### src/rtl/gmii_pkg.sv
// Shared GMII framing constants, FSM state encoding and the byte-serial CRC-32 step.
package gmii_pkg;

  localparam logic [7:0]  GMII_PRE      = 8'h55;
  localparam logic [7:0]  GMII_SFD      = 8'hD5;
  localparam logic [31:0] CRC32_POLY    = 32'h04C11DB7;
  localparam logic [31:0] CRC32_INIT    = 32'hFFFFFFFF;
  localparam logic [31:0] CRC32_RESIDUE = 32'hC704DD7B;

  typedef enum logic [2:0] {
    ST_IDLE  = 3'd0,
    ST_PRE   = 3'd1,
    ST_SFD   = 3'd2,
    ST_DATA  = 3'd3,
    ST_PAD   = 3'd4,
    ST_FCS   = 3'd5,
    ST_DRAIN = 3'd6,
    ST_IFG   = 3'd7
  } gmii_state_e;

  // Ethernet sends bits LSB-first, so the shift register runs on the reflected polynomial.
  function automatic logic [31:0] crc32_byte(input logic [31:0] crc, input logic [7:0] data);
    logic [31:0] rpoly;
    logic [31:0] c;
    for (int i = 0; i < 32; i++) begin
      rpoly[i] = CRC32_POLY[31 - i];
    end
    c = crc ^ {24'h000000, data};
    for (int b = 0; b < 8; b++) begin
      c = c[0] ? ((c >> 1) ^ rpoly) : (c >> 1);
    end
    return c;
  endfunction

endpackage

### src/rtl/gmii_tx_framer_if.sv
// Source-side frame byte handshake (srdy/drdy) between a frame source and the framer.
interface gmii_tx_framer_if;
  logic       c_srdy;
  logic       c_drdy;
  logic [7:0] c_data;
  logic       c_eop;

  modport master (output c_srdy, output c_data, output c_eop, input c_drdy);
  modport slave  (input c_srdy, input c_data, input c_eop, output c_drdy);
endinterface

### src/rtl/gmii_crc32.sv
// Byte-serial CRC-32 register: init reloads all-ones, en folds one byte in.
module gmii_crc32
  import gmii_pkg::*;
(
  input  logic        clk,
  input  logic        reset_n,
  input  logic        init_i,
  input  logic        en_i,
  input  logic [7:0]  data_i,
  output logic [31:0] crc_o
);

  logic [31:0] crc_q;
  logic [31:0] crc_d;

  // Next CRC value: reload, update or hold.
  always_comb begin
    crc_d = crc_q;
    if (init_i) begin
      crc_d = CRC32_INIT;
    end else if (en_i) begin
      crc_d = crc32_byte(crc_q, data_i);
    end else begin
      crc_d = crc_q;
    end
  end

  // CRC state register.
  always_ff @(posedge clk or negedge reset_n) begin
    if (!reset_n) begin
      crc_q <= CRC32_INIT;
    end else begin
      crc_q <= crc_d;
    end
  end

  assign crc_o = crc_q;

endmodule

### src/rtl/gmii_tx_framer.sv
// GMII transmit framer: preamble/SFD insertion, padding, underrun handling, IFG.
// Define GMII_TX_CRC_EN to generate and append the FCS in hardware.
module gmii_tx_framer
  import gmii_pkg::*;
#(
  parameter int PRE_LEN   = 7,
  parameter int IFG_LEN   = 12,
  parameter int MIN_FRAME = 64
) (
  input  logic            clk,
  input  logic            reset_n,
  gmii_tx_framer_if.slave c,
  output logic [7:0]      gmii_txd,
  output logic            gmii_tx_en,
  output logic            gmii_tx_er,
  output logic            underrun
);

`ifdef GMII_TX_CRC_EN
  localparam bit CRC_ON = 1'b1;
`else
  localparam bit CRC_ON = 1'b0;
`endif
  // Payload length target excludes the FCS when the framer appends it itself.
  localparam logic [10:0] PAD_TARGET = CRC_ON ? 11'(MIN_FRAME - 4) : 11'(MIN_FRAME);
  localparam gmii_state_e POST_ST    = CRC_ON ? ST_FCS : ST_IFG;
  localparam logic [7:0]  POST_CNT   = CRC_ON ? 8'd0 : 8'd1;

  gmii_state_e state_q, state_d;
  logic [7:0]  cnt_q, cnt_d;
  logic [10:0] byte_cnt_q, byte_cnt_d, byte_inc_s;
  logic [7:0]  txd_q, txd_d;
  logic        en_q, en_d, er_q, er_d, urun_q, urun_d;
  logic        byte_en_s;
  logic [31:0] fcs_s;

`ifdef GMII_TX_CRC_EN
  logic [31:0] crc_s;
  gmii_crc32 u_crc (
    .clk     (clk),
    .reset_n (reset_n),
    .init_i  (state_q == ST_IDLE),
    .en_i    (byte_en_s),
    .data_i  (txd_d),
    .crc_o   (crc_s)
  );
  assign fcs_s = ~crc_s;
`else
  assign fcs_s = 32'h00000000;
`endif

  assign c.c_drdy   = (state_q == ST_DATA) || (state_q == ST_DRAIN);
  assign byte_inc_s = (byte_cnt_q == 11'h7FF) ? byte_cnt_q : (byte_cnt_q + 11'd1);
  assign byte_cnt_d = (state_q == ST_IDLE) ? 11'd0 : (byte_en_s ? byte_inc_s : byte_cnt_q);

  // Next state and the byte to present on GMII in the following cycle.
  always_comb begin
    state_d   = state_q;
    cnt_d     = cnt_q;
    txd_d     = 8'h00;
    en_d      = 1'b0;
    er_d      = 1'b0;
    urun_d    = 1'b0;
    byte_en_s = 1'b0;
    case (state_q)
      ST_IDLE: begin
        if (c.c_srdy) begin
          txd_d   = GMII_PRE;
          en_d    = 1'b1;
          cnt_d   = 8'd1;
          state_d = (PRE_LEN == 1) ? ST_SFD : ST_PRE;
        end else begin
          cnt_d = 8'd0;
        end
      end
      ST_PRE: begin
        txd_d = GMII_PRE;
        en_d  = 1'b1;
        cnt_d = cnt_q + 8'd1;
        if (cnt_q == 8'(PRE_LEN - 1)) begin
          state_d = ST_SFD;
        end else begin
          state_d = ST_PRE;
        end
      end
      ST_SFD: begin
        txd_d   = GMII_SFD;
        en_d    = 1'b1;
        state_d = ST_DATA;
      end
      ST_DATA: begin
        en_d = 1'b1;
        if (c.c_srdy) begin
          txd_d     = c.c_data;
          byte_en_s = 1'b1;
          if (!c.c_eop) begin
            state_d = ST_DATA;
          end else if (byte_inc_s < PAD_TARGET) begin
            state_d = ST_PAD;
          end else begin
            state_d = POST_ST;
            cnt_d   = POST_CNT;
          end
        end else begin
          er_d    = 1'b1;
          urun_d  = 1'b1;
          state_d = ST_DRAIN;
        end
      end
      ST_PAD: begin
        en_d      = 1'b1;
        byte_en_s = 1'b1;
        if (byte_inc_s >= PAD_TARGET) begin
          state_d = POST_ST;
          cnt_d   = POST_CNT;
        end else begin
          state_d = ST_PAD;
        end
      end
      ST_FCS: begin
        en_d  = 1'b1;
        cnt_d = cnt_q + 8'd1;
        case (cnt_q[1:0])
          2'd0:    txd_d = fcs_s[7:0];
          2'd1:    txd_d = fcs_s[15:8];
          2'd2:    txd_d = fcs_s[23:16];
          default: txd_d = fcs_s[31:24];
        endcase
        if (cnt_q[1:0] == 2'd3) begin
          state_d = ST_IFG;
          cnt_d   = 8'd1;
        end else begin
          state_d = ST_FCS;
        end
      end
      ST_DRAIN: begin
        if (c.c_srdy && c.c_eop) begin
          state_d = ST_IFG;
          cnt_d   = 8'd1;
        end else begin
          state_d = ST_DRAIN;
        end
      end
      ST_IFG: begin
        if (cnt_q == 8'(IFG_LEN)) begin
          state_d = ST_IDLE;
          cnt_d   = 8'd0;
        end else begin
          cnt_d = cnt_q + 8'd1;
        end
      end
      default: begin
        state_d = ST_IDLE;
        cnt_d   = 8'd0;
      end
    endcase
  end

  // FSM, counters and registered GMII outputs.
  always_ff @(posedge clk or negedge reset_n) begin
    if (!reset_n) begin
      state_q    <= ST_IDLE;
      cnt_q      <= 8'd0;
      byte_cnt_q <= 11'd0;
      txd_q      <= 8'h00;
      en_q       <= 1'b0;
      er_q       <= 1'b0;
      urun_q     <= 1'b0;
    end else begin
      state_q    <= state_d;
      cnt_q      <= cnt_d;
      byte_cnt_q <= byte_cnt_d;
      txd_q      <= txd_d;
      en_q       <= en_d;
      er_q       <= er_d;
      urun_q     <= urun_d;
    end
  end

  assign gmii_txd   = txd_q;
  assign gmii_tx_en = en_q;
  assign gmii_tx_er = er_q;
  assign underrun   = urun_q;

endmodule

### src/flat_wrapper.sv
// flat-port wrapper written by rule: the top's interface ports become plain ports
module gmii_tx_framer_flat import gmii_pkg::*;
#(
  parameter int PRE_LEN   = 7,
  parameter int IFG_LEN   = 12,
  parameter int MIN_FRAME = 64
)
  (clk, reset_n, gmii_txd, gmii_tx_en, gmii_tx_er, underrun, c_c_srdy, c_c_data, c_c_eop, c_c_drdy);
  gmii_tx_framer_if c_i ();
  input  logic clk;
  input  logic reset_n;
  output logic [7:0] gmii_txd;
  output logic gmii_tx_en;
  output logic gmii_tx_er;
  output logic underrun;
  input wire logic [$bits(c_i.c_srdy)-1:0] c_c_srdy;
  input wire logic [$bits(c_i.c_data)-1:0] c_c_data;
  input wire logic [$bits(c_i.c_eop)-1:0] c_c_eop;
  output wire logic [$bits(c_i.c_drdy)-1:0] c_c_drdy;
  assign c_i.c_srdy = c_c_srdy;
  assign c_i.c_data = c_c_data;
  assign c_i.c_eop = c_c_eop;
  assign c_c_drdy = c_i.c_drdy;
  gmii_tx_framer #(.PRE_LEN(PRE_LEN), .IFG_LEN(IFG_LEN), .MIN_FRAME(MIN_FRAME)) u_core (.clk(clk), .reset_n(reset_n), .c(c_i), .gmii_txd(gmii_txd), .gmii_tx_en(gmii_tx_en), .gmii_tx_er(gmii_tx_er), .underrun(underrun));
endmodule
### config.mk
export PLATFORM = sky130hd
export DESIGN_NAME = gmii_tx_framer_flat
export DESIGN_NICKNAME = d
export VERILOG_FILES = /design/src/rtl/gmii_pkg.sv /design/src/rtl/gmii_tx_framer_if.sv /design/src/rtl/gmii_crc32.sv /design/src/rtl/gmii_tx_framer.sv /design/src/flat_wrapper.sv
export SDC_FILE = /design/constraint.sdc
export NUM_CORES = 1
export LEC_CHECK = 0
export ABC_CLOCK_PERIOD_IN_PS = 2700
export BUFFER_PORTS_ARGS = -buffer_cell sky130_fd_sc_hd__buf_2
export CAP_MARGIN = 20
export CORE_MARGIN = 4
export CORE_UTILIZATION = 56
export CTS_BUF_LIST = sky130_fd_sc_hd__clkbuf_4 sky130_fd_sc_hd__clkbuf_8
export CTS_CLUSTER_SIZE = 25
export DETAILED_ROUTE_END_ITERATION = 8
export PLACE_DENSITY = 0.86
export REMOVE_ABC_BUFFERS = 1
export SLEW_MARGIN = 10
export SYNTH_ARGS = -nofsm -noshare
export SYNTH_HDL_FRONTEND = slang
export SYNTH_SLANG_ARGS = --single-unit
### constraint.sdc
create_clock -name clk -period 2.7 [get_ports clk]
set_clock_uncertainty 0.2 [all_clocks]
set_input_delay 0.405 -clock clk [delete_from_list [all_inputs] [get_ports clk]]
set_output_delay 0.405 -clock clk [all_outputs]
set_load 0.03 [all_outputs]
==> reports/metrics.yaml, run 1 <==
synthesis:
  ys_warn_count: 0
  syn_area_per_cell_um2: 8.73
  netlist.area_leader.share: 0.413
  synth_area_um2: 1940
  async_reset_ff_frac: 1.00
  synth_area_leaders: "dfrtp_1 41%, o21ai_0 5.4%, nand2_1 4.8%"
  synth_cell_types: 53
  synthCells: 222
  synth-edff-count: 0
  synth_top_cell_by_area: "dfrtp_1"
  synth_sequential_area_ratio: 0.413
  ys_seq_elements: 32
  synthFlopType: "dfrtp_1"
clock_network:
  worstSkewPairLatency_ns: 0.34
  cts_buffers: 5
  htree_levels: 2
  clk_pin_slew_ns: 0.11
  cts_root_buf: "clkbuf_4"
  ctsResizeCount: 0
  cts_sinks: 32
  cts_buffer_depth: 2
  cts_tree: "yes"
floorplanning:
  core_um2: 3340
  initial_core_util: 0.581
  die-area_um2: 4470
  fp.dieH_um: 66.8
  ios: 24
  row_count: 21
  die_x_um: 66.8
grt:
  grt_use_total: 0.210
  grt-ovfl-total: 0
  antenna_found_initial: 0
  grt_first_pass_wirelength_um: 7080
  grt_max_degree: 33
  grt_pass1_vias: 1564
setup_path:
  worstPathRequired_ns: 2.72
  endpoint_kind: "register"
  start_kind: "register"
  worstSetupPathType: "register to register"
  rr_endpoint: "u_core.state_q[0]"
  r2r_cells: 5
  r2r-start: "u_core.byte_cnt_q[2]"
  cp_max_fo: 9
  worstPathArrival_ns: 2.29
  r2r_setup_slack_ns: 0.44
status:
  status: "finished, final reports clean"
sta:
  slew_viol_final: 0
  period_needed_ns: 2.26
  maxSlewHeadroom: 0.533
  worst_pin_slew_ns: 0.700
  finalSetupViolations: 0
  max_freq_mhz: 442
  hold_violations: 0
  min_period_over_period: 0.839
  tns_ns: 0
  rsz0062_at_grt: "no"
final_layout:
  drive_above_1_share: 0.177
  area_growth_pct: 10.5
  num-fill-cells: 275
  fin_area_um2: 2140
  fin_nets: 260
  antenna_cells: 0
  mostFrequentLayoutCells: "32 x dfrtp_1, 25 x nand2_1, 23 x buf_2"
  utilization: 0.642
  final_common_cell: "dfrtp_1"
job:
  cap_violations: 0
power:
  power_frac_clock: 0.171
  p_seq_frac: 0.415
  sw_frac_of_total: 0.432
  power_density_nw_per_um2: 800
  peakVddDrop_v: 0.000493
  pwr-share-comb: 0.414
  p_int_uw: 974
  switchingPower_uw: 740
  p_leak_nw: 1.01
place:
  hpwl_um: 2910
  gp_congestion: 0.917
  placed_area_um2: 2070
  portBuffers: 23
route:
  antenna_left: 0
  vias: 1723
  wl_um: 4170
  route.detailed.drc: 0
  wl_per_cell_um: 14.4
  via_per_inst: 5.96
  drt_iter0_markers: 186
  first_pass_iters: 5
worst_hold_path:
  hold_class: "input pin to register"
  whs_path_depth: 2
  holdPathEnd: "u_core.gmii_txd[5]"
  min_from: "c_c_data[5]"
==> metrics by stage <==
step | setup slack, ns | total power, mW | hold WS, ns | instances
floorplan | 0.645 | 1.21 | -0.0906 | 209
global route | 0.287 | 1.85 | 0.0573 | 289
finish | 0.435 | 1.71 | 0.0663 | 289
CTS | 0.435 | 1.72 | 0.0593 | 289
global placement | 0.481 | 1.39 | 0.292 | 280
detailed placement | 0.462 | 1.42 | 0.288 | 280
==> critical path: stages (launching register included) <==
cell and delay, ns:
dfrtp_1 0.49, nand4_2 0.17, or4_4 0.56, a21oi_4 0.22
a31oi_1 0.13, a2111o_1 0.36
==> worst max-delay path by stage <==
| stage | from | end | slack [ns] | depth (start not counted) |
|---|---|---|---|---|
| 4_1_cts | u_core.byte_cnt_q[0] | u_core.cnt_q[5] | 0.43 | 6 |
| 6_report | u_core.byte_cnt_q[2] | u_core.state_q[0] | 0.44 | 5 |
| 3_3_place_gp | u_core.byte_cnt_q[2] | u_core.state_q[0] | 0.48 | 5 |
| 5_1_grt | u_core.cnt_q[0] | u_core.cnt_q[0] | 0.29 | 6 |
| 3_5_place_dp | u_core.byte_cnt_q[0] | u_core.cnt_q[5] | 0.46 | 6 |
| 2_1_floorplan | u_core.byte_cnt_q[0] | u_core.byte_cnt_q[0] | 0.65 | 5 |
==> sequential cells by signal, summed over array words and instances (netlist names) <==
name / cells
u_core.byte_cnt_q: 11
u_core.cnt_q: 8
u_core.gmii_txd: 8
u_core.state_q: 3
u_core.gmii_tx_en: 1
u_core.gmii_tx_er: 1
==> power by group through the flow <==
stage	clock, mW	sequential, mW	combinational (mW)
2_1_floorplan	0	0.702	0.506
3_3_place_gp	0	0.710	0.683
3_5_place_dp	0	0.718	0.701
4_1_cts	0.302	0.708	0.709
5_1_grt	0.320	0.734	0.801
6_report	0.293	0.710	0.710
==> area by class of cell <==
type	count	area, µm²	share of cell area
clock buffer	6	51.3	0.0240
inverter	7	26.3	0.0123
sequential	32	801	0.374
timing repair buffer	26	140	0.0655
multi-input combinational	170	1050	0.493
clock inverter	2	10.0	0.00468
tap	46	57.6	0.0269
==> layer usage <==
layer  vias to the layer above  track usage  part of all wire
met4                         0       0.0914             0.015
met2                        58        0.332              0.48
met1                       811        0.278              0.45
met5                         -            0                 0
li1                        846            -                 -
met3                         8       0.0405             0.054
==> logic make-up after synthesis <==
| family | Yosys count | synth area share |
|---|---|---|
| AOI/OAI and AO/OA | 63 | 0.219 |
| xor gates and xnor gates | 3 | 0.0136 |
| adders and majority gates | 6 | 0.0387 |
| buffers and inverters | 20 | 0.0426 |
| DFF | 32 | 0.413 |
| muxes | 2 | 0.0110 |
| and+or+nand+nor | 96 | 0.262 |
==> cell usage after synthesis, drive strengths merged (5+ instances only) <==
cell type  number
dfrtp          32
nand2          25
o21ai          21
nor2           16
a21oi          13
nand3          13
clkbuf          9
and2            7
inv             7
ha              6
nor3            6
nand4           5
==> repair_timing <==
item                                    4_1_cts  5_1_grt
setup buffers                                 0        0
endpoints found under the setup margin        0        0
endpoints found under the hold margin        32        0
hold buffers                                  1        0
(Power assumes the default switching activity.)
==> run 2: changes to the inputs <==
Settings changed: ABC_AREA set to 1, ABC_CLOCK_PERIOD_IN_PS 2700 to 2150.
Clock period 2.7 ns to 2.15 ns, I/O delays scaled along.
==> run 2 against run 1 <==
Effect of this change: non-clock buffer count is 7 higher; sequential share of layout area fell by 1.5 points; sequential power is 42% higher; largest cell class unchanged; combinational power grew 100%; count of clock-buffer cells in the layout stayed put; sequential cell count did not move.
==> reports/metrics.yaml, run 2 <==
place:
  hpwl_um: 2810  # -3.6%
  placed_area_um2: 2070  # unchanged
  dp_cells: 317  # +13%
  portBuffers: 23  # unchanged
  gp_congestion: 0.934  # +1.9%
  place_ws_ns: 0.201  # -0.261 ns
final_layout:
  final_cells: 334  # +16%
  largest_reg_flops: 11  # unchanged
  regMostFlops: "u_core.byte_cnt_q"
  mostFrequentLayoutCells: "68 x nand2_1, 36 x inv_1, 32 x dfrtp_1"
  final_common_cell: "nand2_1"
  area_growth_pct: 16.9
  antenna_cells: 0  # unchanged
  utilization: 0.708  # +0.0660
  fin_area_um2: 2230  # +4.2%
  drive_above_1_share: 0.179  # +0.00236
  fin_nets: 307  # +18%
  num-fill-cells: 244  # -11%
floorplanning:
  fp.dieH_um: 66.4  # -0.69%
  ios: 24  # unchanged
  die_x_um: 66.4  # -0.69%
  core_um2: 3150  # -5.5%
  die-area_um2: 4400  # -1.4%
  row_count: 20  # -4.8%
  initial_core_util: 0.605  # +0.0244
power:
  power_density_nw_per_um2: 1260  # +58%
  p_leak_nw: 1.16  # +16%
  peakVddDrop_v: 0.000533  # +8.1%
grt:
  grt_first_pass_wirelength_um: 6750  # -4.7%
  grt-ovfl-total: 0  # unchanged
  grt_pass1_vias: 1590  # +1.7%
  grt_max_degree: 33  # unchanged
  grt_use_total: 0.201  # -0.00893
  antenna_found_initial: 0  # unchanged
job:
  cap_violations: 0  # unchanged
route:
  drt_iter0_markers: 170  # -8.6%
  first_pass_iters: 4  # -1
  wl_per_cell_um: 11.8  # -18%
  vias: 1727  # +0.23%
  route.detailed.drc: 0  # unchanged
  antenna_left: 0  # unchanged
  via_per_inst: 5.17  # -13%
  wl_um: 3940  # -5.4%
synthesis:
  synth_area_leaders: "dfrtp_1 42%, nand2_1 13%, inv_1 7.1%"
  ys_seq_elements: 32  # unchanged
  syn_area_per_cell_um2: 7.57  # -13%
  ys_warn_count: 0  # unchanged
  synth_cell_types: 27  # -49%
  synthCells: 252  # +14%
  synthAdderAreaFrac: 0.0393  # +0.000610
  synth_area_um2: 1910  # -1.5%
  synth_top_cell_by_area: "dfrtp_1"
  synth_compound_gate_area_share: 0.105  # -0.114
  async_reset_ff_frac: 1.00  # unchanged
  yosysMostFrequentCell: "nand2_1"
  synth_simple_gate_area_frac: 0.330  # +0.0677
  synth-xor-area-share: 0.0230  # +0.00939
  synthMuxAreaShare: 0  # -0.0110
  synth_top_family_by_area: "simple AND/OR/NAND/NOR gates"
  synth_sequential_area_ratio: 0.420  # +0.00650
  synthFlopType: "dfrtp_1"
  synth-edff-count: 0  # unchanged
  ys_top_cells_by_count: "68 x nand2_1, 36 x inv_1, 32 x dfrtp_1, 20 x nor2_1, 16 x o21ai_0"
  netlist.area_leader.share: 0.420  # +0.00650
clock_network:
  clk_pin_slew_ns: 0.10  # about the same
  cts_buffer_depth: 2  # unchanged
  postCtsSetupBuffers: 0  # unchanged
  cts_buffers: 5  # unchanged
  worstSkewPairLatency_ns: 0.34  # about the same
  cts_root_buf: "clkbuf_4"
  htree_levels: 2  # unchanged
  cts_tree: "yes"
  cts_sinks: 32  # unchanged
setup_path:
  slowest_stage: "dfrtp_1"
  r2r-start: "u_core.byte_cnt_q[0]"
  cp_top_family: "flip-flops"
  worstPathRequired_ns: 1.63  # -1.09 ns
  endpoint_kind: "output port"
  slowest_delay_ns: 0.58  # +0.02 ns
  worstPathArrival_ns: 1.46  # -0.83 ns
  worstSetupPathType: "register to output port"
  crit_chain: "inv_1, o21ai_0, buf_2"
  r2r_cells: 12  # +7
  r2r_setup_slack_ns: 0.22  # -0.22 ns
  start_kind: "register"
  rr_endpoint: "u_core.cnt_q[6]"
  crit_buf_inv: 2  # +2
  cp_max_fo: 11  # +2
sta:
  maxSlewHeadroom: 0.546  # +0.0133
  worst_pin_slew_ns: 0.680  # -0.0199 ns
  hold_violations: 0  # unchanged
  slew_viol_final: 0  # unchanged
  min_period_over_period: 0.924
  period_needed_ns: 1.99
  tns_ns: 0  # unchanged
  setup_slack_ns: 0.163  # -0.272 ns
  rsz0062_at_grt: "no"
  max_freq_mhz: 503
  finalSetupViolations: 0  # unchanged
worst_hold_path:
  min_from: "c_c_eop"
  hold_class: "input pin to register"
  whs_path_depth: 3  # +1
  holdPathEnd: "u_core.state_q[2]"
status:
  status: "finished, final reports clean"
-- run 2: changes by cell type after synthesis, moves of 5 or more --
| cell | previous run | this run |
|---|---|---|
| o21ai_0 | 21 | 16 |
| and2_1 | 7 | 0 |
| inv_1 | 7 | 36 |
| nor2_4 | 0 | 5 |
| nand3_2 | 0 | 5 |
| clkbuf_1 | 9 | 1 |
| nand2_1 | 25 | 68 |
-- run 2: kinds of logic (layout without fill, tap and decap cells) --
family                     Yosys count  count (layout)
AOI/OAI and AO/OA                   36              36
adders and majority gates            6               6
buffers and inverters               41              79
xor gates and xnor gates             5               5
DFF                                 32              32
and+or+nand+nor                    132             132
-- run 2: worst max-delay path by stage --
| stage | start | endpoint | slack, ns | cells past startpoint |
|---|---|---|---|---|
| 2_1_floorplan | u_core.state_q[2] | c_c_drdy | 0.33 | 2 |
| 6_report | u_core.state_q[2] | c_c_drdy | 0.16 | 3 |
| 3_3_place_gp | u_core.state_q[2] | u_core.byte_cnt_q[9] | 0.26 | 6 |
| 5_1_grt | u_core.state_q[2] | c_c_drdy | 0.02 | 3 |
| 3_5_place_dp | u_core.byte_cnt_q[1] | u_core.cnt_q[5] | 0.20 | 10 |
| 4_1_cts | u_core.state_q[2] | c_c_drdy | 0.10 | 4 |
-- run 2: power breakdown --
| group | switching (mW) | internal (mW) | total [mW] |
|---|---|---|---|
| registers | 0.203 | 0.806 | 1.01 |
| logic | 0.967 | 0.477 | 1.44 |
| clock network | 0.210 | 0.155 | 0.365 |
| total | 1.38 | 1.44 | 2.82 |
-- run 2: per-stage QoR --
step	hold slack [ns]	power (mW)
after floorplan	-0.173	2.07
final	0.0547	2.82
after detailed placement	0.214	2.43
after global placement	0.207	2.41
after CTS	0.0455	2.82
after global routing	0.0578	3.09
-- run 2: final cells by class --
cell class / instances / area (µm²) / area share
Multi-Input combinational cell: 179 / 958 / 0.430
Sequential cell: 32 / 801 / 0.359
Timing Repair Buffer: 33 / 213 / 0.0953
Inverter: 38 / 143 / 0.0639
Tap cell: 44 / 55.1 / 0.0247
Clock buffer: 6 / 51.3 / 0.0230
Clock inverter: 2 / 10.0 / 0.00449
-- run 2: metal layers --
metal  vias up  GRT usage  wire length, µm
li1        886          -                -
met3         5     0.0595              283
met5         -          0                0
met4         0     0.0533               39
met1       780      0.258             1830
met2        56      0.327             1790
-- run 2: timing repair --
item / CTS / global route
endpoints found under the setup margin: 0 / 2
endpoints found under the hold margin: 40 / 0
resized for setup: 0 / 2
hold buffers: 9 / 0
-- run 2: worst register-to-register path, cell delays in order (launching register included) --
cell and delay, ns:
dfrtp_1 0.40, ha_1 0.24, inv_1 0.12, nor2_4 0.07, nand2_1 0.10, nand2_1 0.06, nand2_1 0.09, inv_2 0.05
nor2_4 0.14, nand3_2 0.10, nand3_2 0.16, nand2_1 0.08, nand2_1 0.06
